`src/rtl/dsi_packet_arbiter.sv`:
```
// Shares the DSI packet assembler request port between video (priority) and a host command queue.
// Optional stall timeout on command grants: define DSI_ARB_TIMEOUT_EN.
module dsi_packet_arbiter #(
  parameter int g_pixels_per_clock = 1,
  parameter int g_timeout_cycles   = 1024
) (
  input  logic                            clk_i,
  input  logic                            rst_i,
  input  logic                            v_req_i,
  input  logic                            v_islong_i,
  input  logic [5:0]                      v_type_i,
  input  logic [15:0]                     v_wcount_i,
  input  logic [15:0]                     v_command_i,
  input  logic                            v_last_i,
  input  logic [24*g_pixels_per_clock-1:0] v_payload_i,
  output logic                            v_dreq_o,
  input  logic                            c_req_i,
  input  logic                            c_islong_i,
  input  logic [5:0]                      c_type_i,
  input  logic [15:0]                     c_wcount_i,
  input  logic [15:0]                     c_command_i,
  input  logic [24*g_pixels_per_clock-1:0] c_payload_i,
  output logic                            c_dreq_o,
  output logic                            c_ack_o,
  input  logic                            cmd_enable_i,
  output logic                            cmd_busy_o,
  output logic                            err_o,
  output logic                            p_req_o,
  output logic                            p_islong_o,
  output logic [5:0]                      p_type_o,
  output logic [15:0]                     p_wcount_o,
  output logic [15:0]                     p_command_o,
  output logic                            p_last_o,
  output logic [24*g_pixels_per_clock-1:0] p_payload_o,
  input  logic                            p_dreq_i
);

  localparam int          PW  = 24*g_pixels_per_clock;
  localparam logic [15:0] BPW = 16'(3*g_pixels_per_clock);

  typedef enum logic [2:0] {S_IDLE, S_VID, S_CMD_HDR, S_CMD_PAY, S_GAP} state_t;

  state_t      state, state_nxt;
  logic [15:0] rem, rem_nxt;
  logic        done, abort, ack_q, err_q, in_cmd;

  assign in_cmd = (state == S_CMD_HDR) || (state == S_CMD_PAY);

  always_ff @(posedge clk_i) begin
    if (rst_i) begin
      state <= S_IDLE;
      rem   <= '0;
      ack_q <= 1'b0;
    end else begin
      state <= state_nxt;
      rem   <= rem_nxt;
      ack_q <= done | abort;
    end
  end

`ifdef DSI_ARB_TIMEOUT_EN
  logic [15:0] stall;

  // Stall counts consecutive cycles of a command grant without an assembler accept.
  assign abort = in_cmd && !p_dreq_i && (stall == 16'(g_timeout_cycles-1));

  always_ff @(posedge clk_i) begin
    if (rst_i) begin
      stall <= '0;
      err_q <= 1'b0;
    end else begin
      if (abort) err_q <= 1'b1;
      if ((state_nxt != state) || p_dreq_i) stall <= '0;
      else if (in_cmd)                      stall <= stall + 16'd1;
    end
  end
`else
  localparam int unused_timeout = g_timeout_cycles;
  assign abort = 1'b0;
  assign err_q = 1'b0;
`endif

  always_comb begin
    state_nxt   = state;
    rem_nxt     = rem;
    done        = 1'b0;
    v_dreq_o    = 1'b0;
    c_dreq_o    = 1'b0;
    cmd_busy_o  = 1'b0;
    p_req_o     = 1'b0;
    p_islong_o  = 1'b0;
    p_type_o    = '0;
    p_wcount_o  = '0;
    p_command_o = '0;
    p_last_o    = 1'b0;
    p_payload_o = '0;
    case (state)
      S_IDLE: begin
        if (v_req_i)                    state_nxt = S_VID;
        else if (c_req_i && cmd_enable_i) state_nxt = S_CMD_HDR;
      end
      S_VID: begin
        p_req_o     = v_req_i;
        p_islong_o  = v_islong_i;
        p_type_o    = v_type_i;
        p_wcount_o  = v_wcount_i;
        p_command_o = v_command_i;
        p_last_o    = v_last_i;
        p_payload_o = v_payload_i;
        v_dreq_o    = p_dreq_i;
        if (!v_req_i) state_nxt = S_GAP;
      end
      S_CMD_HDR, S_CMD_PAY: begin
        cmd_busy_o  = 1'b1;
        p_req_o     = 1'b1;
        p_islong_o  = c_islong_i;
        p_type_o    = c_type_i;
        p_wcount_o  = c_wcount_i;
        p_command_o = c_command_i;
        p_last_o    = 1'b1;
        if (state == S_CMD_HDR) begin
          if (abort) state_nxt = S_GAP;
          else if (p_dreq_i) begin
            if (!c_islong_i || (c_wcount_i == 16'd0)) begin
              done      = 1'b1;
              state_nxt = S_GAP;
            end else begin
              rem_nxt   = c_wcount_i;
              state_nxt = S_CMD_PAY;
            end
          end
        end else begin
          p_payload_o = c_payload_i[PW-1:0];
          c_dreq_o    = p_dreq_i;
          if (abort) state_nxt = S_GAP;
          else if (p_dreq_i) begin
            // Last word may be partial; rem never goes below zero.
            if (rem <= BPW) begin
              done      = 1'b1;
              state_nxt = S_GAP;
            end else begin
              rem_nxt = rem - BPW;
            end
          end
        end
      end
      S_GAP:   state_nxt = S_IDLE;
      default: state_nxt = S_IDLE;
    endcase
  end

  assign c_ack_o = ack_q;
  assign err_o   = err_q;

endmodule

```
`config.mk`:
```
export PLATFORM = sky130hd
export DESIGN_NAME = dsi_packet_arbiter
export DESIGN_NICKNAME = d
export VERILOG_FILES = /design/src/rtl/dsi_packet_arbiter.sv
export SDC_FILE = /design/constraint.sdc
export NUM_CORES = 1
export LEC_CHECK = 0
export ABC_CLOCK_PERIOD_IN_PS = 4000
export BUFFER_PORTS_ARGS = -buffer_cell sky130_fd_sc_hd__buf_4
export CAP_MARGIN = 10
export CORE_AREA = 2 2 79 81
export CTS_CLUSTER_DIAMETER = 40
export DETAILED_ROUTE_END_ITERATION = 7
export DIE_AREA = 0 0 81 83
export PLACE_DENSITY = 0.76
export SLEW_MARGIN = 30
export SYNTH_ARGS = -nofsm -noshare
export SYNTH_HDL_FRONTEND = slang
export SYNTH_SLANG_ARGS = --single-unit
```
`constraint.sdc`:
```
create_clock -name clk_i -period 4 [get_ports clk_i]
set_clock_uncertainty 0.1 [all_clocks]
set_input_delay 0.2 -clock clk_i [delete_from_list [all_inputs] [get_ports clk_i]]
set_output_delay 0.2 -clock clk_i [all_outputs]
set_load 0.03 [all_outputs]
```
# After elaboration in Yosys (flattened, before gate mapping)
# Index checks and enable logic that the tools add are counted.
word_totals:
  reg_bits: 20
  latchBits: 0
  ram_bits: 0
  mem_bits_ro: 0
  output_inout_bits: 70
  wordCells: 55
  memories: 0
classes:
  add_sub_neg: 1
  mul: 0
  div: 0
  n_lt_le_gt_ge: 1
  eq_ne: 9
  shift: 0
  mux: 31
  bitwise: 1
  reduce_logical: 9
ops:
  columns: ["cell", "n"]
  rows:
  - ["16-bit 2-to-1 mux", 5]
  - ["16-bit one-hot mux with 2 select lines", 2]
  - ["24-bit one-hot mux with 2 select lines", 1]
  - ["24-bit 2-to-1 mux", 1]
  - ["3-bit 2-to-1 mux", 8]
  - ["16-bit by 2-bit <= comparator with 1-bit output, second input constant", 1]
  - ["16-bit zero test", 1]
  - ["16-bit by 2-bit subtractor with 16-bit output, second input constant", 1]
  - ["6-bit one-hot mux with 2 select lines", 1]
  - ["1-bit 2-to-1 mux", 9]
  - ["3-bit one-hot mux with 3 select lines", 1]
  - ["2-bit inequality test, second input constant", 4]
  - ["4-bit AND reduction", 2]
  - ["3-bit by 2-bit == test with 1-bit output, second input constant", 2]
  - ["3-bit inequality test, second input constant", 2]
  - ["1-bit one-hot mux with 2 select lines", 3]
  - ["2-bit OR reduction", 2]
  - ["3-bit by 1-bit == test with 1-bit output, second input constant", 1]
  - ["3-bit zero test", 1]
  - ["1-bit logical AND", 1]
  - ["1-bit zero test", 1]
  - ["1-bit logical OR", 1]
  - ["1-bit NOT", 1]

# Logic depth before layout (Yosys ltp)
# Gate-level depths: netlist of the first run.
depth:
  ltp_word: 6
  depth_mapped: 7
  ltp_nobuf: 6

# Worst setup path before layout of the first run
# OpenSTA, ideal clock, no wires.
synth_timing:
  path_type: "reg2reg"
  from: "register rem[4]"
  to: "register rem[9]"
  arrival_ns: 1.881
  required_ns: 3.830
  slack_ns: 1.948
  path_stages_with_launch: 7
  path_buffers: 1
  path_cell_list: "dfxtp_1 -> or4_1 -> or2_1 -> buf_6 -> or4_1 -> a21o_1 -> a21oi_1"
synth_between:
  elab_chain_len: 4
  word_cells_on_any_way: 7
  cone_classes: "add/sub: 1; order compare: 1; eq/ne: 1; mux: 3; reduce/logical: 1"
synth_rtl:
  columns: ["element", "line_no", "rtl"]
  rows:
  - ["from (decl)", "44", "logic [15:0] rem, rem_nxt;"]
  - ["from (signal assigned)", "56", "rem <= rem_nxt;"]
  - ["16-bit by 2-bit subtractor with 16-bit output", "142", "rem_nxt = rem - BPW;"]
  - ["16-bit 2-to-1 mux", "138", "if (rem <= BPW) begin"]
  - ["16-bit 2-to-1 mux", "136", "else if (p_dreq_i) begin"]
  - ["16-bit 2-to-1 mux", "121", "if (state == S_CMD_HDR) begin"]
# Parallel ways exist; a longest one is shown, timed or not. The select of a mux whose other input is x is not followed.
# A chain may end at the register's enable or synchronous reset.

# Final worst setup path of the first run
layout_timing:
  from: "register state[2]"
  to: "output port p_wcount_o[1]"
layout_between:
  elab_chain_len: 3
  word_cells_on_any_way: 5
  cone_classes: "eq/ne: 3; mux: 1; reduce/logical: 1"
layout_rtl:
  columns: ["element", "line_no", "rtl"]
  rows:
  - ["from (decl)", "43", "state_t state, state_nxt;"]
  - ["from (signal assigned)", "55", "state <= state_nxt;"]
  - ["3-bit by 2-bit == test with 1-bit output", "97", "case (state)"]
  - ["2-bit OR reduction", "97", null]
  - ["16-bit one-hot mux with 2 select lines (*)", "97", null]
  - ["to (decl)", "31", "output logic [15:0] p_wcount_o,"]
# Mark *: on every way between the ends. The rest lies on a longest branch, timed or not.

==> impl_table.tex, run 1 <==
\begin{tabular}{lr}
\hline
Metric & Value \\
\hline
\multicolumn{2}{l}{\textbf{Status}} \\
\quad Status & finished, final reports clean \\
\multicolumn{2}{l}{\textbf{Synth}} \\
\quad Primary flip-flop cell chosen by synthesis mapping & sky130\_fd\_sc\_hd\_\_dfxtp\_1 \\
\quad Count of different cell masters after synthesis & 49 \\
\quad Proportion of register bits with asynchronous set or reset after synthesis & 0\% \\
\quad Post-synth EDFFs & 0 \\
\quad Count of state elements after synthesis & 20 \\
\quad Cell type with the largest total area after synthesis & sky130\_fd\_sc\_hd\_\_a22o\_1 \\
\quad Seq/Total Area, Yosys & about a fifth \\
\quad Count of mapped cells out of synthesis & 251 \\
\quad Post-Syn Area & 1910 um2 \\
\quad Number of warnings reported in the yosys synthesis log & 0 \\
\quad Syn avg cell area & approximately 7.6 um2 \\
\quad Proportion of netlist area held by the largest area contributor & 28.8\% \\
\quad Synthesized netlist net count & slightly below 400 \\
\quad Cell types with the largest area share after synthesis & sky130\_fd\_sc\_hd\_\_a22o\_1 29\%, sky130\_fd\_sc\_hd\_\_dfxtp\_1 21\%, sky130\_fd\_sc\_hd\_\_a21oi\_1 5.2\% \\
\multicolumn{2}{l}{\textbf{STA}} \\
\quad Max-slew violation count & 0 \\
\quad Transition at the pin with the smallest max-transition slack & 0.967 ns \\
\quad Number of endpoints with negative hold slack in the final report & 0 \\
\quad Final Setup Violations & 0 \\
\quad Maximum clock rate & 377 MHz \\
\quad Setup repair after global routing missed its margin & no \\
\quad Minimum period implied by the final worst setup slack & 2.65 ns \\
\quad Worst hold slack & approximately 0.11 ns \\
\quad Setup TNS & 0 ns \\
\quad Fraction of the cycle the final worst path needs & 66.3\% \\
\quad Final worst setup slack & 1.35 ns \\
\quad Worst slew slack as a fraction of its limit & about 36\% \\
\multicolumn{2}{l}{\textbf{Clock network}} \\
\quad Buffer type at the clock tree root & sky130\_fd\_sc\_hd\_\_clkbuf\_8 \\
\quad Number of buffers on the longest clock path & 2 \\
\quad Cts-stage hold buffer count & 0 \\
\quad Number of buffers added by the clock tree synthesis step & 3 \\
\quad CTS tree & yes \\
\quad Clock-pin slew on the worst setup and hold paths & roughly 0.08 ns \\
\quad Number of gates given a new drive strength after cts & 0 \\
\quad Latest clock arrival within the worst-skew pair & 0.27 ns \\
\quad Post-CTS repair timing setup buffer count & 0 \\
\quad H-tree lvl count & 1 \\
\quad Clock Sinks & 20 \\
\multicolumn{2}{l}{\textbf{Route}} \\
\quad Number of vias per cell after detailed routing & around 5.8 \\
\quad Number of detailed-route iterations in the first pass & 7 \\
\quad DRC violation total after the first TritonRoute iteration & 240 \\
\quad Wirelength, routed & 10,400 um \\
\quad Drc violations & 0 \\
\quad Via Count & about 3,000 \\
\quad WL/cell & 20.4 um \\
\quad Residual antenna-violating net count after detailed routing & 0 \\
\multicolumn{2}{l}{\textbf{Worst setup path}} \\
\quad Kind of capture point of the worst setup path & output pin \\
\quad Kind of cell adding the most delay to the critical path & simple AND/OR/NAND/NOR gates \\
\quad Data arrival, critical path & 2.35 ns \\
\quad Buf/Inv on CP & 2 \\
\quad Critical path's most frequent cell & sky130\_fd\_sc\_hd\_\_buf\_4 \\
\quad Setup Crit Path Kind & reg2out \\
\quad Sequence of cells on the critical path & nor2\_1 > and2\_2 > buf\_4 > a22o\_1 > buf\_4 \\
\quad Worst-path maximum fanout & 37 \\
\quad Critical path required time & 3.70 ns \\
\quad Peak per-stage delay on the critical path & 0.70 ns \\
\quad Library cell contributing the largest single delay on the critical path & sky130\_fd\_sc\_hd\_\_and2\_2 \\
\quad Startpoint kind of the worst setup timing path & flip-flop \\
\multicolumn{2}{l}{\textbf{Finish}} \\
\quad Fraction of the core area covered by cells at the end of the flow & 60.5\% \\
\quad FF/Latch Area & 400 um2 \\
\quad Count of placed standard cells in the final layout, fillers left out & around 510 \\
\quad Leading cell type in the layout, fill and taps excluded & sky130\_fd\_sc\_hd\_\_buf\_4 \\
\quad Commonest non-fill, non-tap cells in the layout & 205 x sky130\_fd\_sc\_hd\_\_buf\_4, 63 x sky130\_fd\_sc\_hd\_\_a22o\_1, 24 x sky130\_fd\_sc\_hd\_\_nand2\_1 \\
\quad Area occupied by multi-input gates & between 1000 and 1500 um2 \\
\quad Layout net count & 569 \\
\quad Filler instances & 537 \\
\quad Area added between synthesis and finish & 83.7\% \\
\quad Diode insertion count for antenna repair & 0 \\
\quad Share of layout cells above drive strength 1 & 49.5\% \\
\multicolumn{2}{l}{\textbf{Floorplan}} \\
\quad Die Height & $\sim$83 um \\
\quad Initial core utilization & 32.9\% \\
\quad Io pins & approximately 200 \\
\quad Total number of placement rows & 28 \\
\quad Area of the placeable core & 5820 um2 \\
\quad Die extent in x & 81 um \\
\quad Die area & 6720 um2 \\
\multicolumn{2}{l}{\textbf{Power}} \\
\quad Net switching power & approximately 1.6 mW \\
\quad Share of total power in the clock network & 7.3\% \\
\quad Internal power & 1.31 mW \\
\quad Power Dens Cells & approximately 800 nW/um2 \\
\quad Gate power share & 82.2\% \\
\quad Register share of total power & 10.5\% \\
\quad Net Sw Frac & between 50\% and 60\% \\
\quad Worst vdd ir & 0.382 mV \\
\quad LEAKAGE & 1.75 nW \\
\multicolumn{2}{l}{\textbf{Global routing}} \\
\quad Gr ovfl total & 0 \\
\quad Number of global-route vias before repair & $\sim$2,700 \\
\quad Number of antenna violations at the first check in global routing & 0 \\
\quad Wire length of the first global-routing pass & 15,000 um \\
\quad Pin count of the biggest net entering global routing & 45 \\
\quad Global-route total usage across every layer & 29.4\% \\
\multicolumn{2}{l}{\textbf{Placed design}} \\
\quad IO buf count & 201 \\
\quad Post-place setup slack & around 1.6 ns \\
\quad DP Wirelength & 8390 um \\
\quad Placed Instances & 505 \\
\quad Routability congestion estimate from global placement & 0.995 \\
\multicolumn{2}{l}{\textbf{Hold path}} \\
\quad Type of the tightest min-delay check & in2reg \\
\multicolumn{2}{l}{\textbf{Job}} \\
\quad Number of violations of the max-capacitance limit & 0 \\
\hline
\end{tabular}
cell families (layout without fill, tap and decap cells):
group,count (synthesis),count (layout),share of synthesized area (%)
buf+inv,28,211,6.14
other cells,1,1,0.196
flops,20,20,20.9
compound gates,128,128,52.2
simple gates,73,73,19.9
fa+ha+maj,1,1,0.653
path summary, 6_finish.rpt:
check	start	end	slack, ns	depth (start not counted)
worst min-delay path	p_dreq_i	c_ack_o	0.11	3
worst min register to register	rem[15]	rem[15]	0.40	2
worst max register to register	state[0]	rem[11]	1.64	6
worst max-delay path	state[2]	p_wcount_o[1]	1.35	5
synthesized netlist by cell type (3+ instances only):
cell type,number
sky130_fd_sc_hd__a22o_1,63
sky130_fd_sc_hd__a21oi_1,20
sky130_fd_sc_hd__nor4_1,8
sky130_fd_sc_hd__nand2_1,24
sky130_fd_sc_hd__o21ai_0,6
sky130_fd_sc_hd__nand4_1,3
sky130_fd_sc_hd__or3_1,3
sky130_fd_sc_hd__dfxtp_1,20
sky130_fd_sc_hd__clkbuf_1,22
sky130_fd_sc_hd__nor3_1,7
sky130_fd_sc_hd__and2_1,3
sky130_fd_sc_hd__a21o_1,5
sky130_fd_sc_hd__o21ai_1,7
sky130_fd_sc_hd__or4_1,3
sky130_fd_sc_hd__o31ai_1,4
sky130_fd_sc_hd__a31o_1,4
sky130_fd_sc_hd__nor2_1,10
sequential cells by signal (all words and copies together) (netlist names):
| signal | count |
|---|---|
| rem | 16 |
| state | 3 |
| c_ack_o | 1 |
worst min-delay path: stages:
cell and delay (ns):
sky130_fd_sc_hd__buf_4 0.14, sky130_fd_sc_hd__nand4_1 0.07, sky130_fd_sc_hd__a21oi_1 0.04
layout make-up:
type | instances | share of cell area (%)
sequential | 20 | 11.4
clock inverter | 1 | 0.854
tap | 75 | 2.67
clock buffer | 3 | 1.17
timing repair buffer | 205 | 43.8
multi-input combinational | 203 | 40.0
inverter | 2 | 0.213
per-layer routing:
layer / part of all wire, % / up-vias / GRT usage, % / wire length, um
met5: 0 / - / 0 / 0
met4: 1.6 / 0 / 6.01 / 161
met3: 11 / 12 / 9.24 / 1160
met2: 47 / 169 / 48.9 / 4880
met1: 40 / 1393 / 36.8 / 4160
li1: - / 1371 / - / -
power by group through the flow:
stage / Combinational [mW] / Sequential (mW) / Clock [mW]
after floorplan: 1.60 / 0.287 / 0
final: 2.37 / 0.301 / 0.211
after CTS: 2.36 / 0.300 / 0.211
after global routing: 2.50 / 0.310 / 0.219
after global placement: 2.34 / 0.301 / 0
after detailed placement: 2.35 / 0.304 / 0
through the flow:
| step | total power, mW | instance area (um2) |
|---|---|---|
| final | 2.88 | 3520 |
| after global routing | 3.03 | 3520 |
| after CTS | 2.87 | 3520 |
| after detailed placement | 2.65 | 3450 |
| after global placement | 2.64 | 3450 |
| after floorplan | 1.89 | 1910 |
Note: power is estimated with default switching activity, not from simulation.
==> inputs of run 2 (changes only) <==
- ABC_CLOCK_PERIOD_IN_PS: 4000 -> 2500
- clock period: 4 -> 2.5 ns (I/O delays scaled with it)
==> run 2 against run 1 <==
Net effect: power grew 58%; largest power group unchanged; critical endpoint is now rem[8]; clock power hardly changed; non-clock buffer count rose by 4; critical path type is now reg2reg.
==> impl_table.tex, run 2 (same netlist as run 1, synthesis figures left out) <==
\begin{tabular}{lr}
\hline
Metric & Value \\
\hline
\multicolumn{2}{l}{\textbf{Clock network}} \\
\quad Number of buffers on the longest clock path & 2 (unchanged) \\
\quad Buffer type at the clock tree root & sky130\_fd\_sc\_hd\_\_clkbuf\_8 \\
\quad CTS tree & yes \\
\quad Number of buffers added by the clock tree synthesis step & 3 (unchanged) \\
\quad H-tree lvl count & 1 (unchanged) \\
\quad Clock Sinks & 20 (unchanged) \\
\quad Latest clock arrival within the worst-skew pair & 0.26 ns (about the same) \\
\quad Clock-pin slew on the worst setup and hold paths & 0.07 ns (about the same) \\
\multicolumn{2}{l}{\textbf{Global routing}} \\
\quad Gr ovfl total & 0 (unchanged) \\
\quad Met3 GRT Util & 8.37\% (-0.87 points) \\
\quad Pin count of the biggest net entering global routing & 41 (-8.9\%) \\
\quad Met2 track utilization from global routing & 48.5\% (-0.38 points) \\
\quad Number of antenna violations at the first check in global routing & 0 (unchanged) \\
\quad Global-route total usage across every layer & 29.7\% (+0.34 points) \\
\quad Wire length of the first global-routing pass & 15,400 um (+2.7\%) \\
\quad GR met1 Demand/Resource & 38.0\% (+1.2 points) \\
\quad Number of global-route vias before repair & 2,784 (+1.3\%) \\
\quad GR peak layer & met2 \\
\multicolumn{2}{l}{\textbf{STA}} \\
\quad Final worst setup slack & 0.247 ns (-1.10 ns) \\
\quad Maximum clock rate & approximately 440 MHz \\
\quad Setup repair after global routing missed its margin & no \\
\quad Number of endpoints with negative hold slack in the final report & 0 (unchanged) \\
\quad Fraction of the cycle the final worst path needs & 90.1\% \\
\quad Final Setup Violations & 0 (unchanged) \\
\quad Setup TNS & 0 ns (unchanged) \\
\quad Worst hold slack & 0.0683 ns (-0.0463 ns) \\
\quad Max-slew violation count & 0 (unchanged) \\
\quad Worst slew slack as a fraction of its limit & 61.2\% (+26 points) \\
\quad Minimum period implied by the final worst setup slack & 2.25 ns \\
\quad Transition at the pin with the smallest max-transition slack & 0.582 ns (-0.385 ns) \\
\multicolumn{2}{l}{\textbf{Placed design}} \\
\quad DP Wirelength & 8420 um (+0.38\%) \\
\quad Routability congestion estimate from global placement & 0.943 (-5.2\%) \\
\quad Placed Instances & 508 (+0.59\%) \\
\quad Cell area reported after detailed placement & 3470 um2 (+0.65\%) \\
\quad Post-place setup slack & 0.306 ns (-1.34 ns) \\
\quad IO buf count & 201 (unchanged) \\
\multicolumn{2}{l}{\textbf{Finish}} \\
\quad Commonest non-fill, non-tap cells in the layout & 209 x sky130\_fd\_sc\_hd\_\_buf\_4, 63 x sky130\_fd\_sc\_hd\_\_a22o\_1, 24 x sky130\_fd\_sc\_hd\_\_nand2\_1 \\
\quad Area added between synthesis and finish & 83.7\% (unchanged) \\
\quad Share of layout cells above drive strength 1 & 49.9\% (+0.35 points) \\
\quad Reg with most FFs & rem \\
\quad Largest register FFs & 16 (unchanged) \\
\quad Fraction of the core area covered by cells at the end of the flow & 60.5\% (unchanged) \\
\quad Post-Layout Inst Area & 3520 um2 (unchanged) \\
\quad Filler instances & 540 (+0.56\%) \\
\quad Layout net count & 573 (+0.70\%) \\
\quad Count of placed standard cells in the final layout, fillers left out & 512 (+0.59\%) \\
\quad FF/Latch Area & 400 um2 (unchanged) \\
\quad Area occupied by multi-input gates & 1410 um2 (unchanged) \\
\quad Leading cell type in the layout, fill and taps excluded & sky130\_fd\_sc\_hd\_\_buf\_4 \\
\quad Diode insertion count for antenna repair & 0 (unchanged) \\
\multicolumn{2}{l}{\textbf{Worst setup path}} \\
\quad Data arrival, critical path & 2.35 ns (about the same) \\
\quad Critical path required time & 2.59 ns (-1.11 ns) \\
\quad Setup Crit Path Kind & reg2reg \\
\quad Worst-path maximum fanout & 11 (-70\%) \\
\quad Kind of capture point of the worst setup path & flip-flop \\
\quad Worst r2r path cells & 6 (unchanged) \\
\quad Startpoint kind of the worst setup timing path & flip-flop \\
\multicolumn{2}{l}{\textbf{Power}} \\
\quad Pwr Total & 4.54 mW (+58\%) \\
\quad Power Dens Cells & 1290 nW/um2 (+58\%) \\
\quad Worst vdd ir & 0.684 mV (+79\%) \\
\quad LEAKAGE & 1.75 nW (+0.25\%) \\
\multicolumn{2}{l}{\textbf{Route}} \\
\quad Drc violations & 0 (unchanged) \\
\quad WL/cell & 20.4 um (+0.35\%) \\
\quad DRC violation total after the first TritonRoute iteration & 232 (-3.3\%) \\
\quad Via Count & 2,994 (+1.7\%) \\
\quad Wirelength, routed & 10,500 um (+0.95\%) \\
\quad Number of vias per cell after detailed routing & 5.85 (+1.1\%) \\
\quad Residual antenna-violating net count after detailed routing & 0 (unchanged) \\
\quad Number of detailed-route iterations in the first pass & 5 (-2) \\
\multicolumn{2}{l}{\textbf{Floorplan}} \\
\quad Die Height & 83 um (unchanged) \\
\quad Die area & 6720 um2 (unchanged) \\
\quad Io pins & 203 (unchanged) \\
\quad Total number of placement rows & 28 (unchanged) \\
\quad Initial core utilization & 32.9\% (unchanged) \\
\quad Area of the placeable core & 5820 um2 (unchanged) \\
\quad Die extent in x & 81 um (unchanged) \\
\multicolumn{2}{l}{\textbf{Job}} \\
\quad Number of violations of the max-capacitance limit & 0 (unchanged) \\
\multicolumn{2}{l}{\textbf{Hold path}} \\
\quad Type of the tightest min-delay check & in2reg \\
\quad Number of cells traversed by the worst hold path & 3 (unchanged) \\
\multicolumn{2}{l}{\textbf{Status}} \\
\quad Status & finished, final reports clean \\
\hline
\end{tabular}
-- run 2: changes by cell type in the layout (fill, tap and decap cells not counted) --
cell                        before  now
sky130_fd_sc_hd__buf_4         205  209
sky130_fd_sc_hd__bufinv_16       1    0
-- run 2: timing repair --
item | 4_1_cts | 5_1_grt
hold buffers | 0 | 0
hold endpoints to repair | 0 | 0
endpoints found under the setup margin | 0 | 1
gates resized for setup | 0 | 0
buffers inserted | 0 | 1
-- run 2: critical path: stages, from the launching register on --
cell and delay [ns]:
sky130_fd_sc_hd__dfxtp_1 0.36, sky130_fd_sc_hd__nor4_1 0.49, sky130_fd_sc_hd__nand4_1 0.32, sky130_fd_sc_hd__a32oi_4 0.44, sky130_fd_sc_hd__buf_4 0.24, sky130_fd_sc_hd__o21ai_1 0.08, sky130_fd_sc_hd__a21oi_1 0.15
-- run 2: final cells by class --
class / instances / area share (%)
Multi-Input combinational cell: 203 / 40.0
Timing Repair Buffer: 209 / 44.6
Sequential cell: 20 / 11.4
Inverter: 2 / 0.213
Tap cell: 75 / 2.67
Clock buffer: 3 / 1.17
-- run 2: worst paths after layout --
kind | startpoint | to | slack, ns
worst max register to register | rem[4] | rem[8] | 0.25
worst max-delay path | rem[4] | rem[8] | 0.25
worst min-delay path | c_wcount_i[1] | rem[1] | 0.07
worst min register to register | rem[7] | rem[7] | 0.39
-- run 2: report_power, final --
group / total, mW / internal, mW / leakage [nW] / switching (mW)
combinational: 3.84 / 1.53 / 1.57 / 2.31
sequential: 0.487 / 0.392 / 0.162 / 0.0949
clock: 0.213 / 0.107 / 0.0216 / 0.106
total: 4.54 / 2.03 / 1.75 / 2.51
-- run 2: per-layer routing --
metal	part of all wire (%)	vias to the layer above
met5	0	-
met4	2.0	0
met3	11	21
met2	47	191
met1	39	1403
li1	-	1379
